==> src/rtl/se_pkg.sv <==
// Shared types and elaboration-time helpers for the SE global-average-pool datapath.
package se_pkg;

  typedef enum logic [0:0] {
    ACCUM = 1'b0,
    EMIT  = 1'b1
  } se_pool_state_t;

  // round(2^shift / (h*w)), integer form of the reciprocal of the pixel count
  function automatic int recip_const(input int h, input int w, input int shift);
    return ((32'sd1 <<< shift) + (h * w) / 32'sd2) / (h * w);
  endfunction

  // Width that holds the sum of hw signed dw-bit samples without overflow
  function automatic int acc_width(input int dw, input int hw);
    return dw + $clog2(hw) + 32'sd1;
  endfunction

endpackage

==> src/rtl/se_global_avg_pool_if.sv <==
// Channel-serial stream bundle: sample input with ready, averaged output without backpressure.
interface se_global_avg_pool_if
  import se_pkg::*;
#(
  parameter int DATA_WIDTH = 16
);

  logic signed [DATA_WIDTH-1:0] in_data;
  logic                         in_valid;
  logic                         in_ready;
  logic signed [DATA_WIDTH-1:0] out_data;
  logic                         out_valid;
  logic                         out_last;
  logic                         busy;

  modport master (
    output in_data, in_valid,
    input  in_ready, out_data, out_valid, out_last, busy
  );

  modport slave (
    input  in_data, in_valid,
    output in_ready, out_data, out_valid, out_last, busy
  );

endinterface

==> src/rtl/se_avg_scale.sv <==
// Combinational fixed-point scale: acc * RECIP, round-half-up by RECIP_SHIFT, saturate to DATA_WIDTH.
module se_avg_scale
  import se_pkg::*;
#(
  parameter int DATA_WIDTH  = 16,
  parameter int ACC_W       = 23,
  parameter int RECIP       = 1337,
  parameter int RECIP_SHIFT = 16
) (
  input  logic signed [ACC_W-1:0]      acc,
  output logic signed [DATA_WIDTH-1:0] avg
);

  localparam int PROD_W = ACC_W + 33;
  localparam logic signed [PROD_W-1:0] RECIP_P = PROD_W'(RECIP);
  localparam logic signed [PROD_W-1:0] HALF_P  = PROD_W'(64'sd1 <<< (RECIP_SHIFT - 1));
  localparam logic signed [PROD_W-1:0] MAX_P   = PROD_W'((64'sd1 <<< (DATA_WIDTH - 1)) - 64'sd1);
  localparam logic signed [PROD_W-1:0] MIN_P   = PROD_W'(-(64'sd1 <<< (DATA_WIDTH - 1)));

  logic signed [PROD_W-1:0] prod_s;
  logic signed [PROD_W-1:0] rnd_s;

  // Multiply, round, and clamp to the signed output range
  always_comb begin
    prod_s = PROD_W'(acc) * RECIP_P;
    rnd_s  = (prod_s + HALF_P) >>> RECIP_SHIFT;
    if (rnd_s > MAX_P) begin
      avg = MAX_P[DATA_WIDTH-1:0];
    end else if (rnd_s < MIN_P) begin
      avg = MIN_P[DATA_WIDTH-1:0];
    end else begin
      avg = rnd_s[DATA_WIDTH-1:0];
    end
  end

endmodule

==> src/rtl/se_global_avg_pool.sv <==
// Global average pool over a pixel-major, channel-serial stream; emits one average per channel
// back-to-back once the last pixel has been accumulated.
module se_global_avg_pool
  import se_pkg::*;
#(
  parameter int DATA_WIDTH  = 16,
  parameter int CHANNELS    = 16,
  parameter int HEIGHT      = 7,
  parameter int WIDTH       = 7,
  parameter int RECIP_SHIFT = 16
) (
  input logic               clk,
  input logic               rst,
  se_global_avg_pool_if.slave bus
);

  localparam int PIXELS = HEIGHT * WIDTH;
  localparam int ACC_W  = acc_width(DATA_WIDTH, PIXELS);
  localparam int RECIP  = recip_const(HEIGHT, WIDTH, RECIP_SHIFT);
  localparam int PIX_W  = (PIXELS > 1) ? $clog2(PIXELS) : 1;
  localparam int CH_W   = (CHANNELS > 1) ? $clog2(CHANNELS) : 1;

  localparam logic [PIX_W-1:0] PIX_LAST = PIX_W'(PIXELS - 1);
  localparam logic [PIX_W-1:0] PIX_ONE  = PIX_W'(1);
  localparam logic [CH_W-1:0]  CH_LAST  = CH_W'(CHANNELS - 1);
  localparam logic [CH_W-1:0]  CH_ONE   = CH_W'(1);

  se_pool_state_t              state_r, state_s;
  logic [PIX_W-1:0]            pix_cnt_r, pix_cnt_s;
  logic [CH_W-1:0]             ch_cnt_r, ch_cnt_s;
  logic [CH_W-1:0]             emit_cnt_r, emit_cnt_s;
  logic signed [ACC_W-1:0]     acc_r [CHANNELS];
  logic signed [ACC_W-1:0]     sample_s;
  logic signed [DATA_WIDTH-1:0] avg_s;
  logic signed [DATA_WIDTH-1:0] out_data_r, out_data_s;
  logic                        out_valid_r, out_valid_s;
  logic                        out_last_r, out_last_s;
  logic                        accept_s;

  assign accept_s      = bus.in_valid && (state_r == ACCUM);
  assign sample_s      = ACC_W'(bus.in_data);
  assign bus.in_ready  = (state_r == ACCUM);
  assign bus.busy      = (pix_cnt_r != '0) || (ch_cnt_r != '0) || (state_r == EMIT);
  assign bus.out_data  = out_data_r;
  assign bus.out_valid = out_valid_r;
  assign bus.out_last  = out_last_r;

  se_avg_scale #(
    .DATA_WIDTH (DATA_WIDTH),
    .ACC_W      (ACC_W),
    .RECIP      (RECIP),
    .RECIP_SHIFT(RECIP_SHIFT)
  ) u_scale (
    .acc(acc_r[emit_cnt_r]),
    .avg(avg_s)
  );

  // Next-state, counter and output-register logic
  always_comb begin
    state_s     = state_r;
    pix_cnt_s   = pix_cnt_r;
    ch_cnt_s    = ch_cnt_r;
    emit_cnt_s  = emit_cnt_r;
    out_data_s  = out_data_r;
    out_valid_s = 1'b0;
    out_last_s  = 1'b0;
    case (state_r)
      ACCUM: begin
        if (accept_s) begin
          if (ch_cnt_r == CH_LAST) begin
            ch_cnt_s = '0;
            if (pix_cnt_r == PIX_LAST) begin
              pix_cnt_s  = '0;
              emit_cnt_s = '0;
              state_s    = EMIT;
            end else begin
              pix_cnt_s = pix_cnt_r + PIX_ONE;
            end
          end else begin
            ch_cnt_s = ch_cnt_r + CH_ONE;
          end
        end else begin
          state_s = ACCUM;
        end
      end
      EMIT: begin
        out_data_s  = avg_s;
        out_valid_s = 1'b1;
        out_last_s  = (emit_cnt_r == CH_LAST);
        if (emit_cnt_r == CH_LAST) begin
          emit_cnt_s = '0;
          state_s    = ACCUM;
        end else begin
          emit_cnt_s = emit_cnt_r + CH_ONE;
        end
      end
      default: begin
        state_s = ACCUM;
      end
    endcase
  end

  // Control and output registers
  always_ff @(posedge clk) begin
    if (rst) begin
      state_r     <= ACCUM;
      pix_cnt_r   <= '0;
      ch_cnt_r    <= '0;
      emit_cnt_r  <= '0;
      out_data_r  <= '0;
      out_valid_r <= 1'b0;
      out_last_r  <= 1'b0;
    end else begin
      state_r     <= state_s;
      pix_cnt_r   <= pix_cnt_s;
      ch_cnt_r    <= ch_cnt_s;
      emit_cnt_r  <= emit_cnt_s;
      out_data_r  <= out_data_s;
      out_valid_r <= out_valid_s;
      out_last_r  <= out_last_s;
    end
  end

  // Accumulator file; pixel 0 overwrites, so no reset or clear cycle is needed
  always_ff @(posedge clk) begin
    if (accept_s) begin
      if (pix_cnt_r == '0) begin
        acc_r[ch_cnt_r] <= sample_s;
      end else begin
        acc_r[ch_cnt_r] <= acc_r[ch_cnt_r] + sample_s;
      end
    end
  end

endmodule

==> src/flat_wrapper.sv <==
// flat-port wrapper written by rule: the top's interface ports become plain ports
module se_global_avg_pool_flat import se_pkg::*;
#(
  parameter int DATA_WIDTH  = 16,
  parameter int CHANNELS    = 16,
  parameter int HEIGHT      = 7,
  parameter int WIDTH       = 7,
  parameter int RECIP_SHIFT = 16
)
  (clk, rst, bus_in_data, bus_in_valid, bus_in_ready, bus_out_data, bus_out_valid, bus_out_last, bus_busy);
  se_global_avg_pool_if #(.DATA_WIDTH(DATA_WIDTH)) bus_i ();
  input logic clk;
  input logic rst;
  input wire logic [$bits(bus_i.in_data)-1:0] bus_in_data;
  input wire logic [$bits(bus_i.in_valid)-1:0] bus_in_valid;
  output wire logic [$bits(bus_i.in_ready)-1:0] bus_in_ready;
  output wire logic [$bits(bus_i.out_data)-1:0] bus_out_data;
  output wire logic [$bits(bus_i.out_valid)-1:0] bus_out_valid;
  output wire logic [$bits(bus_i.out_last)-1:0] bus_out_last;
  output wire logic [$bits(bus_i.busy)-1:0] bus_busy;
  assign bus_i.in_data = bus_in_data;
  assign bus_i.in_valid = bus_in_valid;
  assign bus_in_ready = bus_i.in_ready;
  assign bus_out_data = bus_i.out_data;
  assign bus_out_valid = bus_i.out_valid;
  assign bus_out_last = bus_i.out_last;
  assign bus_busy = bus_i.busy;
  se_global_avg_pool #(.DATA_WIDTH(DATA_WIDTH), .CHANNELS(CHANNELS), .HEIGHT(HEIGHT), .WIDTH(WIDTH), .RECIP_SHIFT(RECIP_SHIFT)) u_core (.clk(clk), .rst(rst), .bus(bus_i));
endmodule
==> config.mk <==
export PLATFORM = sky130hd
export DESIGN_NAME = se_global_avg_pool_flat
export DESIGN_NICKNAME = d
export VERILOG_FILES = /design/src/rtl/se_pkg.sv /design/src/rtl/se_global_avg_pool_if.sv /design/src/rtl/se_avg_scale.sv /design/src/rtl/se_global_avg_pool.sv /design/src/flat_wrapper.sv
export SDC_FILE = /design/constraint.sdc
export NUM_CORES = 1
export LEC_CHECK = 0
export BUFFER_PORTS_ARGS = -buffer_cell sky130_fd_sc_hd__buf_2
export CORE_MARGIN = 4
export CORE_UTILIZATION = 50
export CTS_CLUSTER_DIAMETER = 200
export DETAILED_ROUTE_END_ITERATION = 12
export GPL_TIMING_DRIVEN = 0
export PLACE_DENSITY = 0.66
export SLEW_MARGIN = 25
export SYNTH_ARGS = -nofsm -noshare
export SYNTH_HDL_FRONTEND = slang
export SYNTH_SLANG_ARGS = --single-unit
==> constraint.sdc <==
create_clock -name clk -period 11.6 [get_ports clk]
set_clock_uncertainty 0.05 [all_clocks]
set_input_delay 0.58 -clock clk [delete_from_list [all_inputs] [get_ports clk]]
set_output_delay 0.58 -clock clk [all_outputs]
set_load 0.02 [all_outputs]
Word-level counts from Yosys, hierarchy flattened
Memory sizes are Yosys's and may differ from the RTL's. A register that Yosys moved wholly into a read port is not among the register bits.
Index checks and enable logic that the tools add are counted.
{ "classes": {"div": 0, "n_addsub": 5, "eq_ne": 6, "mul": 1, "n_bitwise": 2, "magnitude_cmp": 2, "shift": 0, "muxes": 26, "reduce_logical": 10} }
{ "ops": {"columns": ["cell", "n"], "rows": [
  ["35-bit by 17-bit adder with 36-bit output (second input constant)", 1],
  ["4-bit 2-to-1 mux", 9],
  ["23-bit by 12-bit multiplier with 35-bit output (second input constant)", 1],
  ["16-bit 2-to-1 mux", 2],
  ["23-bit by 16-bit adder with 23-bit output", 1],
  ["23-bit 2-to-1 mux", 1],
  ["20-bit by 16-bit greater-than comparator with 1-bit output (second input constant)", 1],
  ["20-bit by 16-bit less-than comparator with 1-bit output (second input constant)", 1],
  ["1-bit 2-to-1 mux", 11],
  ["4-bit by 1-bit adder with 4-bit output (second input constant)", 2],
  ["4-bit equality test (second input constant)", 2],
  ["4-bit one-hot mux with 2 select lines", 1],
  ["6-bit by 1-bit adder with 6-bit output (second input constant)", 1],
  ["6-bit equality test (second input constant)", 1],
  ["6-bit zero test", 1],
  ["6-bit 2-to-1 mux", 1],
  ["2-bit by 1-bit != test with 1-bit output (second input constant)", 3],
  ["3-bit AND reduction", 2],
  ["6-bit nonzero test", 1],
  ["4-bit nonzero test", 1],
  ["1-bit logical OR", 2],
  ["1-bit one-hot mux with 2 select lines", 1],
  ["2-bit AND reduction", 1],
  ["2-bit OR reduction", 1],
  ["other kinds (3)", 3]
]} }
{ "totals": {"rom_bits": 0, "mem_bits_rw": 368, "latch_bits": 0, "mem_count": 1, "regBits": 33} }
{ "mem_list": {"columns": ["name", "depth", "width", "read_ports", "rd_ports_with_merged_regs", "wr", "line_no", "text"], "rows": [
  ["u_core.acc_r", 16, 23, 2, 2, 1, "se_global_avg_pool.sv:32", "logic signed [ACC_W-1:0] acc_r [CHANNELS];"]
]} }

Longest topological paths before layout
{ "depth": {"ltp_word": 7, "ltp_mapped": 27, "depth_no_buf": 23} }

By module
From an unflattened synthesis, not the netlist that was laid out.
{ "hier_totals": {"cells_unflattened": 1550, "hier_area_um2": 24290.8} }
{ "modules_own_cells": {"columns": ["module", "cells_per_inst", "seq_area_each_um2", "area_per_inst_um2", "instances"], "rows": [
  ["se_global_avg_pool", 1026, 11871.4, 19384.8, 1],
  ["se_avg_scale", 524, 0.0, 4906.0, 1]
]} }

Worst setup path after synthesis
OpenSTA, ideal clock, no wires.
{ "synth_timing": {"kind": "register -> register", "from": "register with a tool-made name", "to": "register u_core.out_data_r[0] (netlist: u_core.bus.out_data[0])", "setup_time_ns": 0.119, "n_path_buf": 5, "slack_ns": 4.113, "t_required_ns": 11.431, "synth_period_minus_slack_ns": 7.487, "path_stages_with_launch": 26, "arrival_ns": 7.319, "cell_sequence": "dfxtp_1 -> buf_6 -> clkbuf_1 -> buf_1 -> mux4_2 -> mux4_2 -> fa_1 -> ha_1 -> fa_1 -> fa_1 -> inv_1 -> fa_1 -> inv_1 -> ha_1 -> a21o_1 -> a21o_1 -> a221o_1 -> a221oi_1 -> o211ai_1 -> a21oi_1 -> a21o_1 -> o211ai_1 -> and3_1 -> buf_6 -> buf_6 -> o221a_1"} }
{ "synth_lines": {"columns": ["element", "line_no", "text"], "rows": [
  ["end signal: assignment", "se_global_avg_pool.sv:118", "out_data_r <= out_data_s;"],
  ["end: declaration", "se_global_avg_pool.sv:35", "logic signed [DATA_WIDTH-1:0] out_data_r, out_data_s;"]
]} }

==> results.toml <==
[power_and_ir_drop]
ir_drop_uv = 134
swShare_pct = 36.3
pwr-share-seq_pct = 31.6
cellLeakagePower_nw = 9.60
internal_power_mw = 3.29
power.net_switching_mw = 1.87
finalPower_mw = 5.16
clockPowerShare_pct = 27.4
pwr-share-comb_pct = 41.1
pwr_density_cell_nw_per_um2 = 192

[global_route]
overflow = 0
grt_max_degree = 18
antenna_found_initial = 0
grt_usage_pct = 25.1
grt_first_pass_wirelength_mm = 93.5
grt_pass1_vias = 14787

[clock_network]
post_cts_buffers = 0
htreeDepth = 2
cts_num_sinks = 409
root_buffer = "clkbuf_16"
ctsHoldBuffers = 0
cts_resized = 0
clock_latency_ns = 0.60
cts_inserted_buffers = 45
clk_pin_slew_ns = 0.06
clk_path_buf_depth = 3
cts_tree = "yes"

[synth]
ys_types = 68
syn_inst = 1489
synth-seq-cells = 409
synth_area_um2 = 23900
synthArstFlopShare_pct = 0
seq_area_frac_synth_pct = 49.7
syn_nets = 1733
ys_warn_count = 0
syn_area_per_cell_um2 = 16.0
synthFlopType = "edfxtp_1"
synth_edf_count = 368

[detailed_routing]
drt-total-wl_mm = 62.7
ant_nets = 0
vias_per_cell = 6.36
wire_per_inst_um = 27.9
drt_iter0_markers = 1512
vias = 14304
firstDrtPassIters = 7
drc = 0

[sta]
max_freq_mhz = 111
tightest_slew_ns = 1.11
finalCritPeriodShare_pct = 77.5
rsz0062_at_grt = "false"
fin_setup_tns_ns = 0
post-route-min-period_ns = 8.99
hold_violations = 0
setup_viol = 0
slew_headroom_pct = 26.1
slew_viol_final = 0

[setup_path]
critPathMaxStageDelay_ns = 0.86
worstSetupPathType = "reg2reg"
cp-start-kind = "flop"
crit_path_max_fanout = 10
required_ns = 12.07
arrival_ns = 9.46
endpoint_kind = "flop"
path_common_cell = "fa_1"
slowest_stage = "clkbuf_1"

[place]
place.gp.congestion = 0.840
port_buffers = 38
dp.final_hpwl_mm = 45.0

[layout]
num_antenna_cells = 0
drive_above_1_share_pct = 26.7
syn_to_final_growth_pct = 12.9
nets = 1850

[die]
fp.coreArea_um2 = 46900
io_pins = 39
start_util_pct = 51.0
die_w_um = 227
std_cell_rows = 79
die_area_um2 = 51300
fp.dieH_um = 227

[flow_run]
drv_cap = 0

[run_status]
status = "completed"

[hold_path]
hold_path_class = "in2reg"
cell usage after synthesis (3+ instances only):
cell	number	area (um^2)
inv_1	149	559
buf_6	3	33.8
a21oi_1	51	255
a21boi_0	3	22.5
edfxtp_1	368	11100
a22oi_2	3	37.5
o21ai_0	39	195
o21bai_1	3	22.5
o211ai_1	4	30.0
nor2b_1	6	37.5
nand3_1	15	75.1
fa_1	87	1740
nor2_1	50	188
o221a_2	5	56.3
or3_1	3	18.8
clkbuf_1	43	161
nand2_1	53	199
o221a_1	10	113
nor3b_1	5	37.5
nand2b_1	6	37.5
nor4_1	3	18.8
and3_1	6	37.5
nor3_1	13	65.1
mux4_2	223	5020
a21o_1	19	143
o31ai_1	3	22.5
a211oi_1	10	75.1
o21a_1	3	22.5
xor2_1	25	219
dfxtp_1	41	821
nand4_1	10	62.6
ha_1	138	1730
buf_1	21	78.8
mux4_1	5	131
buf_4	3	22.5
xnor2_1	16	140
a31oi_1	5	31.3
worst max-delay path: cells and delay by family, from the launching register on:
family                   cells  cell delay (ns)
buffers and inverters        7             2.20
adder cells (fa/ha/maj)      7             2.97
AND/OR/NAND/NOR              4             1.11
flip-flops                   1             0.37
AO/OA/AOI/OAI                5             1.06
multiplexers                 2             1.12
power groups by stage:
| stage | Sequential (mW) | Clock [mW] | Combinational (mW) |
|---|---|---|---|
| after floorplan | 1.66 | 0 | 1.62 |
| after global placement | 1.66 | 0 | 2.07 |
| after detailed placement | 1.66 | 0 | 2.10 |
| after CTS | 1.63 | 1.43 | 2.12 |
| after global routing | 1.63 | 1.50 | 2.40 |
| final | 1.63 | 1.41 | 2.12 |
stage by stage:
step	std cells	cell area [um^2]	utilization, %	hold WS (ns)	worst slack [ns]
final	2248	26900	57.5	0.303	2.61
after floorplan	1489	23900	-	0.422	4.11
after CTS	2248	26900	57.4	0.262	2.60
after detailed placement	2166	25500	54.3	0.412	2.71
after global routing	2248	26900	57.5	0.296	2.27
after global placement	2134	24800	53.0	0.409	2.45
area by class of cell:
cell class                      count  area, um^2
Multi-Input combinational cell    859       11300
Tap cell                          607         759
Timing Repair Buffer               70         678
Clock buffer                       56        1210
Inverter                          149         559
Buffer                             72         333
Fill cell                        3563       19900
Sequential cell                   409       11900
Clock inverter                     26         239
kinds of logic (layout without fill, tap and decap cells):
logic type | Yosys count | after routing | synth area share, %
multiplexers | 231 | 231 | 21.7
buffers and inverters | 221 | 373 | 3.63
adder cells (fa/ha/maj) | 226 | 226 | 14.6
AO/OA/AOI/OAI | 179 | 179 | 5.18
XOR/XNOR | 41 | 41 | 1.50
other | 1 | 1 | 0.0157
AND/OR/NAND/NOR | 181 | 181 | 3.65
flip-flops | 409 | 409 | 49.7
sequential cells by signal (all words and copies together) (netlist names), named ones only:
name and cells:
u_core.acc_r 368, u_core.bus.out_data 16, u_core.bus.out_last 1, u_core.bus.out_valid 1
u_core.ch_cnt_r 4, u_core.emit_cnt_r 4, u_core.pix_cnt_r 6, u_core.state_r 1
layout by cell type (no fill, tap or decap), types with 8 or more instances in the layout:
master     synthesis  routed
nor2_4             0      12
clkinv_1           0       9
dfxtp_1           41      41
nand2_1           53      53
nor2_1            50      38
o21ai_0           39      22
nand3_1           15      15
o21ai_2            1       9
nor3_1            13       9
buf_2              2      56
a21oi_1           51      51
nand4_1           10      10
xor2_1            25      25
a211oi_1          10      10
o221a_1           10      10
clkinv_2           0       8
buf_16             0      12
clkbuf_16          0      45
inv_1            149     149
edfxtp_1         368     368
a21o_1            19      19
xnor2_1           16      15
fa_1              87      87
buf_4              3      21
clkbuf_1          43      45
mux4_2           223     223
o21ai_1            1      10
ha_1             138     138
final timing paths:
kind | start | end | slack, ns | depth (start not counted)
min reg2reg | u_core.bus.out_data[15] | u_core.bus.out_data[15] | 0.42 | 2
max reg2reg | flop | u_core.bus.out_data[13] | 2.61 | 25
min | rst | u_core.bus.out_last | 0.30 | 2
max | flop | u_core.bus.out_data[13] | 2.61 | 25
per-layer routing:
metal	global-route usage (%)	vias up	wire length, um
li1	-	6105	-
met1	33.3	7438	24200
met2	42.0	643	31100
met3	6.08	118	5500
met4	6.93	0	1850
met5	0	-	0
(Power assumes the default switching activity.)
